## src/rtl/gmii_udp_rx_demux.sv

```systemverilog
// rtl/gmii_udp_rx_demux.sv - GMII Ethernet/IPv4/UDP receive parser splitting video and audio payloads into FIFO words.
// Header fields are captured by byte index; payload is unpacked into video or 12-bit audio words.
module gmii_udp_rx_demux #(
    parameter logic [31:0] IPV4_DST     = 32'hC0A80001,
    parameter logic [15:0] UDP_DST_PORT = 16'd12345,
    parameter int          PIX_BYTES    = 2,
    parameter int          ID_W         = 1,
    parameter logic [15:0] MAX_UDP_LEN  = 16'd1480,
    parameter logic [7:0]  TYPE_VIDEO   = 8'h00,
    parameter logic [7:0]  TYPE_AUDIO   = 8'h01
) (
    input  logic                       clk125,
    input  logic                       sys_rst,
    input  logic [ID_W-1:0]            id,
    input  logic [7:0]                 rxd,
    input  logic                       rx_dv,
    output logic [12+8*PIX_BYTES-1:0]  vid_data,
    output logic                       vid_wr_en,
    input  logic                       vid_full,
    output logic [11:0]                aux_data,
    output logic                       aux_wr_en,
    input  logic                       aux_full,
    output logic                       pkt_ok,
    output logic                       pkt_drop,
    output logic [15:0]                drop_cnt
);
    localparam int PW = 8 * PIX_BYTES;

    typedef enum logic [2:0] {IDLE, HDR, VIDEO, AUDIO, DROP} state_t;
    state_t state, state_next;

    logic [10:0]   cnt;
    logic          armed;
    logic [15:0]   ethertype, dst_port, udp_len;
    logic [7:0]    ver_ihl, protocol;
    logic [31:0]   dst_ip;
    logic [10:0]   y;
    logic          x_lsb;
    logic [PW-1:0] pix;
    logic [1:0]    pix_pos;
    logic [1:0]    aud_pos;
    logic [7:0]    aud_b0;
    logic [3:0]    aud_b1_hi;
    logic          vid_pend, aux_pend, ok_pend, drop_pend;

    logic          overflow, hdr_ok, at_hdr_end, at_end, active;
    logic [PW-1:0] pix_shift;
    logic [16:0]   end_idx;
    logic [31:0]   ip_expect;

    assign ip_expect  = {IPV4_DST[31:8], IPV4_DST[7:0] + 8'(id)};
    assign end_idx    = {1'b0, udp_len} + 17'd41;
    assign at_end     = ({6'd0, cnt} == end_idx);
    assign at_hdr_end = (state == HDR) && (cnt == 11'd50);
    assign hdr_ok     = (ethertype == 16'h0800) && (ver_ihl == 8'h45) && (protocol == 8'h11)
                     && (dst_ip == ip_expect) && (dst_port == UDP_DST_PORT)
                     && (udp_len >= 16'd11) && (udp_len <= MAX_UDP_LEN)
                     && ((rxd == TYPE_VIDEO) || (rxd == TYPE_AUDIO));
    // A pending write that meets a full FIFO aborts the frame in that same cycle.
    assign overflow   = (vid_pend && vid_full) || (aux_pend && aux_full);
    assign active     = (state == HDR) || (state == VIDEO) || (state == AUDIO);
    assign pix_shift  = PW'({pix, rxd});

    assign vid_wr_en  = vid_pend && !vid_full;
    assign aux_wr_en  = aux_pend && !aux_full;
    assign pkt_ok     = ok_pend && !overflow;
    assign pkt_drop   = drop_pend;

    always_ff @(posedge clk125 or posedge sys_rst) begin
        if (sys_rst) state <= IDLE;
        else         state <= state_next;
    end

    always_comb begin
        state_next = state;
        if (!rx_dv) begin
            state_next = IDLE;
        end else begin
            case (state)
                IDLE:  state_next = armed ? HDR : DROP;
                HDR: begin
                    if (cnt == 11'd50) begin
                        if (!hdr_ok)                 state_next = DROP;
                        else if (rxd == TYPE_VIDEO)  state_next = VIDEO;
                        else                         state_next = AUDIO;
                    end
                end
                VIDEO, AUDIO: begin
                    if (overflow || at_end) state_next = DROP;
                end
                default: state_next = state;
            endcase
        end
    end

    always_ff @(posedge clk125 or posedge sys_rst) begin
        if (sys_rst) begin
            cnt       <= '0;
            armed     <= 1'b0;
            ethertype <= '0;
            dst_port  <= '0;
            udp_len   <= '0;
            ver_ihl   <= '0;
            protocol  <= '0;
            dst_ip    <= '0;
            y         <= '0;
            x_lsb     <= 1'b0;
            pix       <= '0;
            pix_pos   <= '0;
            aud_pos   <= '0;
            aud_b0    <= '0;
            aud_b1_hi <= '0;
            vid_pend  <= 1'b0;
            aux_pend  <= 1'b0;
            ok_pend   <= 1'b0;
            drop_pend <= 1'b0;
            vid_data  <= '0;
            aux_data  <= '0;
            drop_cnt  <= '0;
        end else begin
            armed     <= armed || !rx_dv;
            vid_pend  <= 1'b0;
            aux_pend  <= 1'b0;
            ok_pend   <= rx_dv && ((state == VIDEO) || (state == AUDIO)) && at_end && !overflow;
            drop_pend <= overflow || (active && (!rx_dv || (at_hdr_end && !hdr_ok)));
            if (drop_pend && (drop_cnt != 16'hFFFF)) drop_cnt <= drop_cnt + 16'd1;

            if (!rx_dv) begin
                cnt       <= '0;
                ethertype <= '0;
                dst_port  <= '0;
                udp_len   <= '0;
                ver_ihl   <= '0;
                protocol  <= '0;
                dst_ip    <= '0;
                y         <= '0;
                x_lsb     <= 1'b0;
                pix       <= '0;
                pix_pos   <= '0;
                aud_pos   <= '0;
            end else begin
                if (cnt != 11'h7FF) cnt <= cnt + 11'd1;
                if (state == HDR) begin
                    case (cnt)
                        11'd20, 11'd21: ethertype <= {ethertype[7:0], rxd};
                        11'd22:         ver_ihl   <= rxd;
                        11'd31:         protocol  <= rxd;
                        11'd38, 11'd39,
                        11'd40, 11'd41: dst_ip    <= {dst_ip[23:0], rxd};
                        11'd44, 11'd45: dst_port  <= {dst_port[7:0], rxd};
                        11'd46, 11'd47: udp_len   <= {udp_len[7:0], rxd};
                        default: ;
                    endcase
                end
                if ((state == VIDEO) && !overflow) begin
                    if (cnt == 11'd51) begin
                        y[7:0] <= rxd;
                    end else if (cnt == 11'd52) begin
                        y[10:8] <= rxd[2:0];
                        x_lsb   <= rxd[4];
                    end else begin
                        pix <= pix_shift;
                        if (pix_pos == 2'(PIX_BYTES - 1)) begin
                            pix_pos  <= '0;
                            vid_pend <= 1'b1;
                            vid_data <= {x_lsb, y, pix_shift};
                        end else begin
                            pix_pos <= pix_pos + 2'd1;
                        end
                    end
                end
                if ((state == AUDIO) && !overflow) begin
                    case (aud_pos)
                        2'd0: begin
                            aud_b0  <= rxd;
                            aud_pos <= 2'd1;
                        end
                        2'd1: begin
                            aux_data  <= {rxd[3:0], aud_b0};
                            aux_pend  <= 1'b1;
                            aud_b1_hi <= rxd[7:4];
                            aud_pos   <= 2'd2;
                        end
                        default: begin
                            aux_data <= {rxd, aud_b1_hi};
                            aux_pend <= 1'b1;
                            aud_pos  <= 2'd0;
                        end
                    endcase
                end
            end
        end
    end
endmodule

```

## config.mk

```make
export PLATFORM = sky130hd
export DESIGN_NAME = gmii_udp_rx_demux
export DESIGN_NICKNAME = d
export VERILOG_FILES = /design/src/rtl/gmii_udp_rx_demux.sv
export SDC_FILE = /design/constraint.sdc
export NUM_CORES = 1
export LEC_CHECK = 0
export CAP_MARGIN = 20
export CORE_MARGIN = 2
export CORE_UTILIZATION = 35
export CTS_CLUSTER_SIZE = 16
export DETAILED_ROUTE_END_ITERATION = 6
export PLACE_DENSITY = 0.58
export SYNTH_ARGS = -nofsm -noshare
export SYNTH_HDL_FRONTEND = slang
export SYNTH_SLANG_ARGS = --single-unit
```

## constraint.sdc

```tcl
create_clock -name clk125 -period 10 [get_ports clk125]
set_input_delay 2 -clock clk125 [delete_from_list [all_inputs] [get_ports clk125]]
set_output_delay 2 -clock clk125 [all_outputs]
set_load 0.01 [all_outputs]
```

; Yosys cells after proc, flatten, opt, wreduce, memory -nomap -nowiden
; Cells that the tools add are included.
; W data, S select, Z words.
[word_totals]
register_bits = 207
latchBits = 0
ram_bits = 0
romBits = 0
input_bits = 14
memories = 0
[op_classes]
addsub = 5
multipliers = 0
n_div = 0
n_lt_le_gt_ge = 2
eq_ne = 46
n_shift = 0
muxes = 57
n_bitwise = 3
reduce_logical = 57
[op_table]
columns = operator, count
row1 = $mux W16, 9
row2 = $eq A11 B6 Y1 const B, 11
row3 = $mux W32, 3
row4 = $mux W8, 11
row5 = $eq A11 B5 Y1 const B, 4
row6 = $mux W11, 4
row7 = $eq A32 B32 Y1, 1
row8 = $ne A2 B1 Y1 const B, 12
row9 = $pmux W12 S2, 1
row10 = $logic_and A1 B1 Y1, 21
row11 = $mux W3, 7
row12 = $reduce_and A3 Y1, 6
row13 = $add A16 B6 Y17 const B, 1
row14 = $eq A11 B17 Y1, 1
row15 = $add A16 B1 Y16 const B, 1
row16 = $eq A16 B12 Y1 const B, 1
row17 = $eq A16 B14 Y1 const B, 1
row18 = $ge A16 B4 Y1 const B, 1
row19 = $le A16 B11 Y1 const B, 1
row20 = $ne A16 B16 Y1 const B, 1
row21 = $mux W2, 7
row22 = $reduce_and A2 Y1, 7
row23 = $mux W1, 13
row24 = $add A11 B1 Y11 const B, 1
row25 = 24 further kinds, 44

; Depth between registers and ports, before layout
; Gate-level depths: netlist of the first run.
[logic_depth]
ltp_word = 13
mapped_depth = 9

; Least setup slack after synthesis of the first run
; Ideal clock, no wire load.
[synth_path]
kind = input to output
from = in vid_full
to = out pkt_ok
arrival_time_ns = 2.434
required_ns = 8.000
slack_ns = 5.566
stages = 2
n_path_buf = 0
path_cell_list = a22oi_1 and2_1
[synth_via]
elab_chain_cells = 4
[synth_rtl]
columns = element, line_no
row1 = start: declaration, 19  ; input logic vid_full,
row2 = $logic_and A1 B1 Y1, 60  ; assign overflow = (vid_pend && vid_full) || (aux_pend && aux_full);
row3 = $logic_or A1 B1 Y1, 60
row4 = $logic_not A1 Y1, 66  ; assign pkt_ok = ok_pend && !overflow;
row5 = $logic_and A1 B1 Y1, 66
row6 = end: declaration, 23  ; output logic pkt_ok,
; Every way passes these cells.

; Worst setup path after layout of the first run
; Ends and elaborated chain as after synthesis.

==> impl_metrics.yaml, run 1 <==
status:
  outcome: "complete, no violations"
setup_path:
  critical_path_class: "in -> out"
  rr_startpoint: "state[0]"
  critPathLaunch: "vid_full"
  cp_max_fo: 4
  cp.arrival_ns: 3.61
  crit_end: "pkt_ok"
  critPathCaptureType: "primary output"
  worstRegToRegCells: 7
  rr_endpoint: "ethertype[5]"
  required_ns: 8.00
  crit_path_start_kind: "input pin"
  rrSetupSlack_ns: 7.11
cells_and_area:
  fillers: 2741
  n_antenna_cell: 0
  drive_gt1_frac: 0.0978
  register_area_mm2: 0.00518
  area_growth_pct: 18.4
  multi_input_area_mm2: 0.00452
  fin_nets: 1068
clocking:
  ctsResizeCount: 0
  cts_tree: "done"
  cts_setup_buffers: 0
  cts_buffers: 23
  cts_root_buffer: "clkbuf_16"
  cts_hold_buffers: 0
  clkSinkCount: 207
  cts_buffer_depth: 3
  clk_pin_slew_ns: 0.06
  clk_latency_ns: 0.53
  htreeDepth: 1
pwr:
  ir_drop_uv: 102
  p_comb_frac: 0.061
  p_leak_nw: 4.96
  p_clk_frac: 0.456
  p_int_mw: 1.39
  power.switching_mw: 0.421
  power_density_mw_per_mm2: 153
  seqPwrFrac: 0.482
  swShare: 0.233
synth:
  ys_warn_count: 0
  post_synth.cell_area_avg_um2: 10.1
  syn_nets: 1015
  synthCells: 994
  async_flop_share: 1.00
  ys_ff_latch: 207
  yosysSeqAreaShare: 0.517
  ys.flop_type: "dfrtp_1"
  synth_area_leaders: "dfrtp_1 (52%), nand2_1 (7.7%), a21boi_0 (6.8%), mux2i_1 (4.1%), mux2_2 (3.6%)"
  synth_cell_types: 58
  synth-edff-count: 0
  synth_top_area_frac: 0.517
  synth_area_mm2: 0.0100
  synth_top_cell_by_area: "dfrtp_1"
floorplan:
  rows: 61
  core_mm2: 0.0280
  die_w_um: 173
  die-area_mm2: 0.0300
  io_pins: 74
  start_util: 0.358
  die_y_um: 173
route:
  via_per_inst: 5.15
  wl_per_cell_um: 17.7
  vias: 7414
  drc_errors: 0
  drt-pass1-iter-count: 5
  drt_iter0_markers: 493
  ant_nets: 0
  routed_wl_um: 25500
timing:
  rsz0062_at_grt: "no"
  fin_ws_ns: 4.39
  period_needed_ns: 5.61
  drv_slew: 0
  timing.fmax_mhz: 178
  skew_ns: 0.0216
  setup_viol: 0
  finalCritPeriodShare: 0.561
  finalHoldViolCount: 0
  fin_setup_tns_ns: 0
  tightest_slew_ns: 1.18
  relSlewSlack: 0.204
hold_path:
  min_path_type: "reg -> reg"
  min_path_cells: 1
job:
  max_cap_violations: 0
global_routing:
  grt_pass1_wl_um: 41000
  grtUsageTotal: 0.169
  antenna_found_initial: 0
  grt_overflow: 0
  grt_max_degree: 135
  grt_pass1_vias: 7144
placed_design:
  pre_cts_ws_ns: 4.35
  dp_hpwl_um: 16200
  io_buffer_count: 73
  place.gp.congestion: 0.811
[worst max-delay path, stage by stage]
cell,delay (ns)
clkdlybuf4s50_1,0.42
a22oi_1,0.40
and2_1,0.20
clkdlybuf4s50_1,0.59
[through the flow]
stage           util  hold WS, ns  cells  power, mW  instance area [um2]
3_5_place_dp   0.396        0.485   1395       1.00                11100
4_1_cts        0.422        0.497   1436       1.83                11800
5_1_grt        0.424        0.515   1441       1.88                11900
2_1_floorplan      -        0.456    994      0.947                10000
6_report       0.424        0.491   1441       1.81                11900
3_3_place_gp   0.395        0.479   1394       1.00                11100
[synthesized netlist by cell type, drive strengths merged (2+ instances only)]
cell,n
and4b,3
o31ai,3
or3,5
and2,11
clkbuf,57
nor4b,14
a21o,2
nand2,206
a31oi,2
nor4bb,6
nor4,25
o21a,2
nor3,12
buf,9
a211o,3
nand2b,5
a21boi,91
and4,2
mux2i,41
a211oi,4
inv,15
o211ai,2
and3b,2
a21oi,22
dfrtp,207
and3,5
nor2,38
xnor2,21
o21ai,11
nor3b,5
nor2b,42
mux2,41
nand4,27
ha,7
or4,2
xor2,12
nand3,19
[sequential cells by signal, indices dropped and copies added (netlist names), 3 cells and up]
| register | flops |
|---|---|
| drop_cnt | 16 |
| protocol | 8 |
| vid_data | 28 |
| aux_data | 12 |
| pix | 8 |
| ethertype | 16 |
| ver_ihl | 8 |
| state | 3 |
| aud_b0 | 8 |
| udp_len | 16 |
| cnt | 11 |
| dst_ip | 32 |
| dst_port | 16 |
| aud_b1_hi | 4 |
| y | 11 |
[layout by cell type (no fill, tap or decap), drive strengths merged, types with 6 or more instances in the layout]
cell type / count
a21oi: 22
inv: 16
a21boi: 91
nor3: 12
and2: 11
mux2: 41
nor2: 38
nor4: 25
nand2: 206
o21ai: 11
nor4b: 14
nor2b: 42
clkdlybuf4s50: 72
xnor2: 21
ha: 7
clkbuf: 38
nor4bb: 6
dfrtp: 207
nand3: 19
buf: 21
xor2: 12
mux2i: 41
nand4: 27
[area by class of cell]
cell class,instances,share of cell area
clock buffer,37,0.0597
clock inverter,4,0.00316
inverter,15,0.00538
multi-input combinational,706,0.381
sequential,207,0.436
tap,378,0.0398
timing repair buffer,94,0.0746
[cells by family after synthesis]
kind of cell,synth area share
buf+inv,0.0332
fa+ha+maj,0.00873
xor+xnor,0.0288
flops,0.517
compound gates,0.108
mux,0.0903
simple gates,0.214
[routing by layer]
metal	vias to the layer above	routed length (um)	global-route usage
met5	-	0	0
met4	0	455	0.0367
met3	34	985	0.0228
met2	152	11700	0.269
met1	3685	12300	0.246
li1	3543	-	-
[worst min-delay path by stage]
| stage | from | slack (ns) | endpoint |
|---|---|---|---|
| after floorplan | pix_pos[0] | 0.46 | pix_pos[1] |
| after global placement | armed | 0.48 | armed |
| after detailed placement | armed | 0.49 | armed |
| after CTS | drop_cnt[15] | 0.50 | drop_cnt[15] |
| after global routing | pix_pos[0] | 0.52 | pix_pos[1] |
| final | pix_pos[0] | 0.49 | pix_pos[1] |
[power by group through the flow]
stage	logic [mW]	clock network [mW]	registers, mW
3_3_place_gp	0.112	0	0.888
3_5_place_dp	0.113	0	0.888
2_1_floorplan	0.0585	0	0.889
5_1_grt	0.123	0.882	0.876
6_report	0.111	0.826	0.873
4_1_cts	0.113	0.848	0.873
(Power assumes the default switching activity.)
==> inputs of run 2 (changes only) <==
--- a/config.mk
+++ b/config.mk
@@ -10,7 +10,7 @@
 export CORE_UTILIZATION = 35
 export CTS_CLUSTER_SIZE = 16
 export DETAILED_ROUTE_END_ITERATION = 6
-export PLACE_DENSITY = 0.58
+export PLACE_DENSITY = 0.6
 export SYNTH_ARGS = -nofsm -noshare
 export SYNTH_HDL_FRONTEND = slang
 export SYNTH_SLANG_ARGS = --single-unit
==> constraint.sdc (replaced) <==
create_clock -name clk125 -period 4.7 [get_ports clk125]
set_input_delay 0.94 -clock clk125 [delete_from_list [all_inputs] [get_ports clk125]]
set_output_delay 0.94 -clock clk125 [all_outputs]
set_load 0.01 [all_outputs]
==> run 2 against run 1 <==
Against the previous run: sequential share of layout area down 0.37 points; total power grew 120%; via count rose by 1.5%; critical path depth unchanged; die area is the same; sequential power up 110%; clock power grew 130%; combinational power grew 110%; worst setup slack lost 3.2 ns; register-to-register slack got worse by 5.3 ns; non-clock buffer count grew 1; sequential cell count unchanged; critical path type unchanged; largest power group is now the clock network.
==> impl_metrics.yaml, run 2 (synthesis gave the netlist of run 1 again) <==
timing:
  rsz0062_at_grt: "no"
  tightest_slew_ns: 0.890
  drv_slew: 0
  setup_viol: 0
  relSlewSlack: 0.401
  finalCritPeriodShare: 0.755
  skew_ns: 0.0146
  timing.fmax_mhz: 282
  period_needed_ns: 3.55
  finalHoldViolCount: 0
  fin_setup_tns_ns: 0
floorplan:
  die-area_mm2: 0.0300
  start_util: 0.358
  die_y_um: 173
  core_mm2: 0.0280
  io_pins: 74
  rows: 61
  die_w_um: 173
cells_and_area:
  drive_gt1_frac: 0.104
  largest_reg_flops: 32
  postLayoutCoreUtil: 0.427
  area_growth_pct: 19.4
  fin_nets: 1070
  final_cell_mix: "dfrtp_1 (207), nand2_1 (206), a21boi_0 (91)"
  layout_commonest_cell: "dfrtp_1"
  n_antenna_cell: 0
  top_register: "dst_ip"
  fillers: 2714
  reg.largest.list: "dst_ip (32), vid_data (28)"
hold_path:
  min_path_cells: 2
  min_path_type: "reg -> reg"
  worst_hold_path.endpoint: "pix_pos[1]"
  hold_start: "pix_pos[1]"
setup_path:
  crit_path_start_kind: "input pin"
  cp.arrival_ns: 2.61
  rr_startpoint: "cnt[7]"
  cp_max_fo: 4
  critPathCaptureType: "primary output"
  worstRegToRegCells: 7
  rr_endpoint: "vid_data[18]"
  rrSetupSlack_ns: 1.81
  critical_path_class: "in -> out"
  required_ns: 3.76
clocking:
  cts_buffer_depth: 3
  cts_hold_buffers: 0
  cts_buffers: 24
  clkSinkCount: 207
  cts_setup_buffers: 0
  clk_pin_slew_ns: 0.06
  clk_latency_ns: 0.52
  htreeDepth: 1
  ctsResizeCount: 0
  cts_tree: "done"
  cts_root_buffer: "clkbuf_16"
route:
  via_per_inst: 5.21
  drt_iter0_markers: 602
  ant_nets: 0
  drt-pass1-iter-count: 5
  wl_per_cell_um: 18.0
  routed_wl_um: 26000
  vias: 7525
  drc_errors: 0
global_routing:
  grt_pass1_vias: 7493
  grtUsageTotal: 0.174
  grt_pass1_wl_um: 42700
  grt_max_degree: 106
  grt_overflow: 0
  antenna_found_initial: 0
placed_design:
  io_buffer_count: 73
  dp_hpwl_um: 17000
  place.gp.congestion: 0.847
pwr:
  p_leak_nw: 5.00
  power_density_mw_per_mm2: 333
  ir_drop_uv: 205
job:
  max_cap_violations: 0
status:
  outcome: "complete, no violations"
run 2: metrics by stage:
step / area (um2) / hold WS, ns / worst slack (ns) / std cells / total power [mW]
after floorplan: 10000 / 0.456 / 1.07 / 994 / 2.02
after CTS: 11900 / 0.495 / 1.15 / 1442 / 4.03
after global routing: 12000 / 0.518 / 1.09 / 1444 / 4.13
final: 12000 / 0.495 / 1.15 / 1444 / 3.98
after detailed placement: 11100 / 0.485 / 1.07 / 1399 / 2.13
after global placement: 11100 / 0.481 / 1.10 / 1398 / 2.13
run 2: worst max-delay path, stage by stage:
cell             delay, ns
clkdlybuf4s50_1       0.43
a22oi_1               0.43
and2_1                0.20
clkdlybuf4s50_1       0.60
run 2: cell type report:
class | instances | area [um2] | area share
Sequential cell | 207 | 5180 | 0.433
Clock inverter | 9 | 93.8 | 0.00784
Clock buffer | 34 | 718 | 0.0600
Timing Repair Buffer | 95 | 925 | 0.0772
Tap cell | 378 | 473 | 0.0395
Inverter | 15 | 60.1 | 0.00502
Multi-Input combinational cell | 706 | 4520 | 0.378
run 2: routing by layer:
layer | track usage | part of all wire | vias up
met4 | 0.0470 | 0.023 | 0
met1 | 0.257 | 0.48 | 3761
met2 | 0.267 | 0.45 | 179
met3 | 0.0268 | 0.043 | 38
li1 | - | - | 3547
met5 | 0 | 0 | -
run 2: where the power goes:
group          total, mW  internal, mW  switching, mW
logic              0.237         0.106          0.131
clock network       1.89          1.12          0.763
registers           1.86          1.82         0.0412
total               3.98          3.05          0.935
run 2: worst max path at each step:
stage	start	endpoint	slack, ns	cells past startpoint
finish	vid_full	pkt_ok	1.15	4
global route	vid_full	pkt_ok	1.09	4
global placement	vid_full	vid_data[3]	1.10	7
detailed placement	vid_full	vid_data[23]	1.07	7
CTS	vid_full	pkt_ok	1.15	4
floorplan	sys_rst	armed	1.07	1
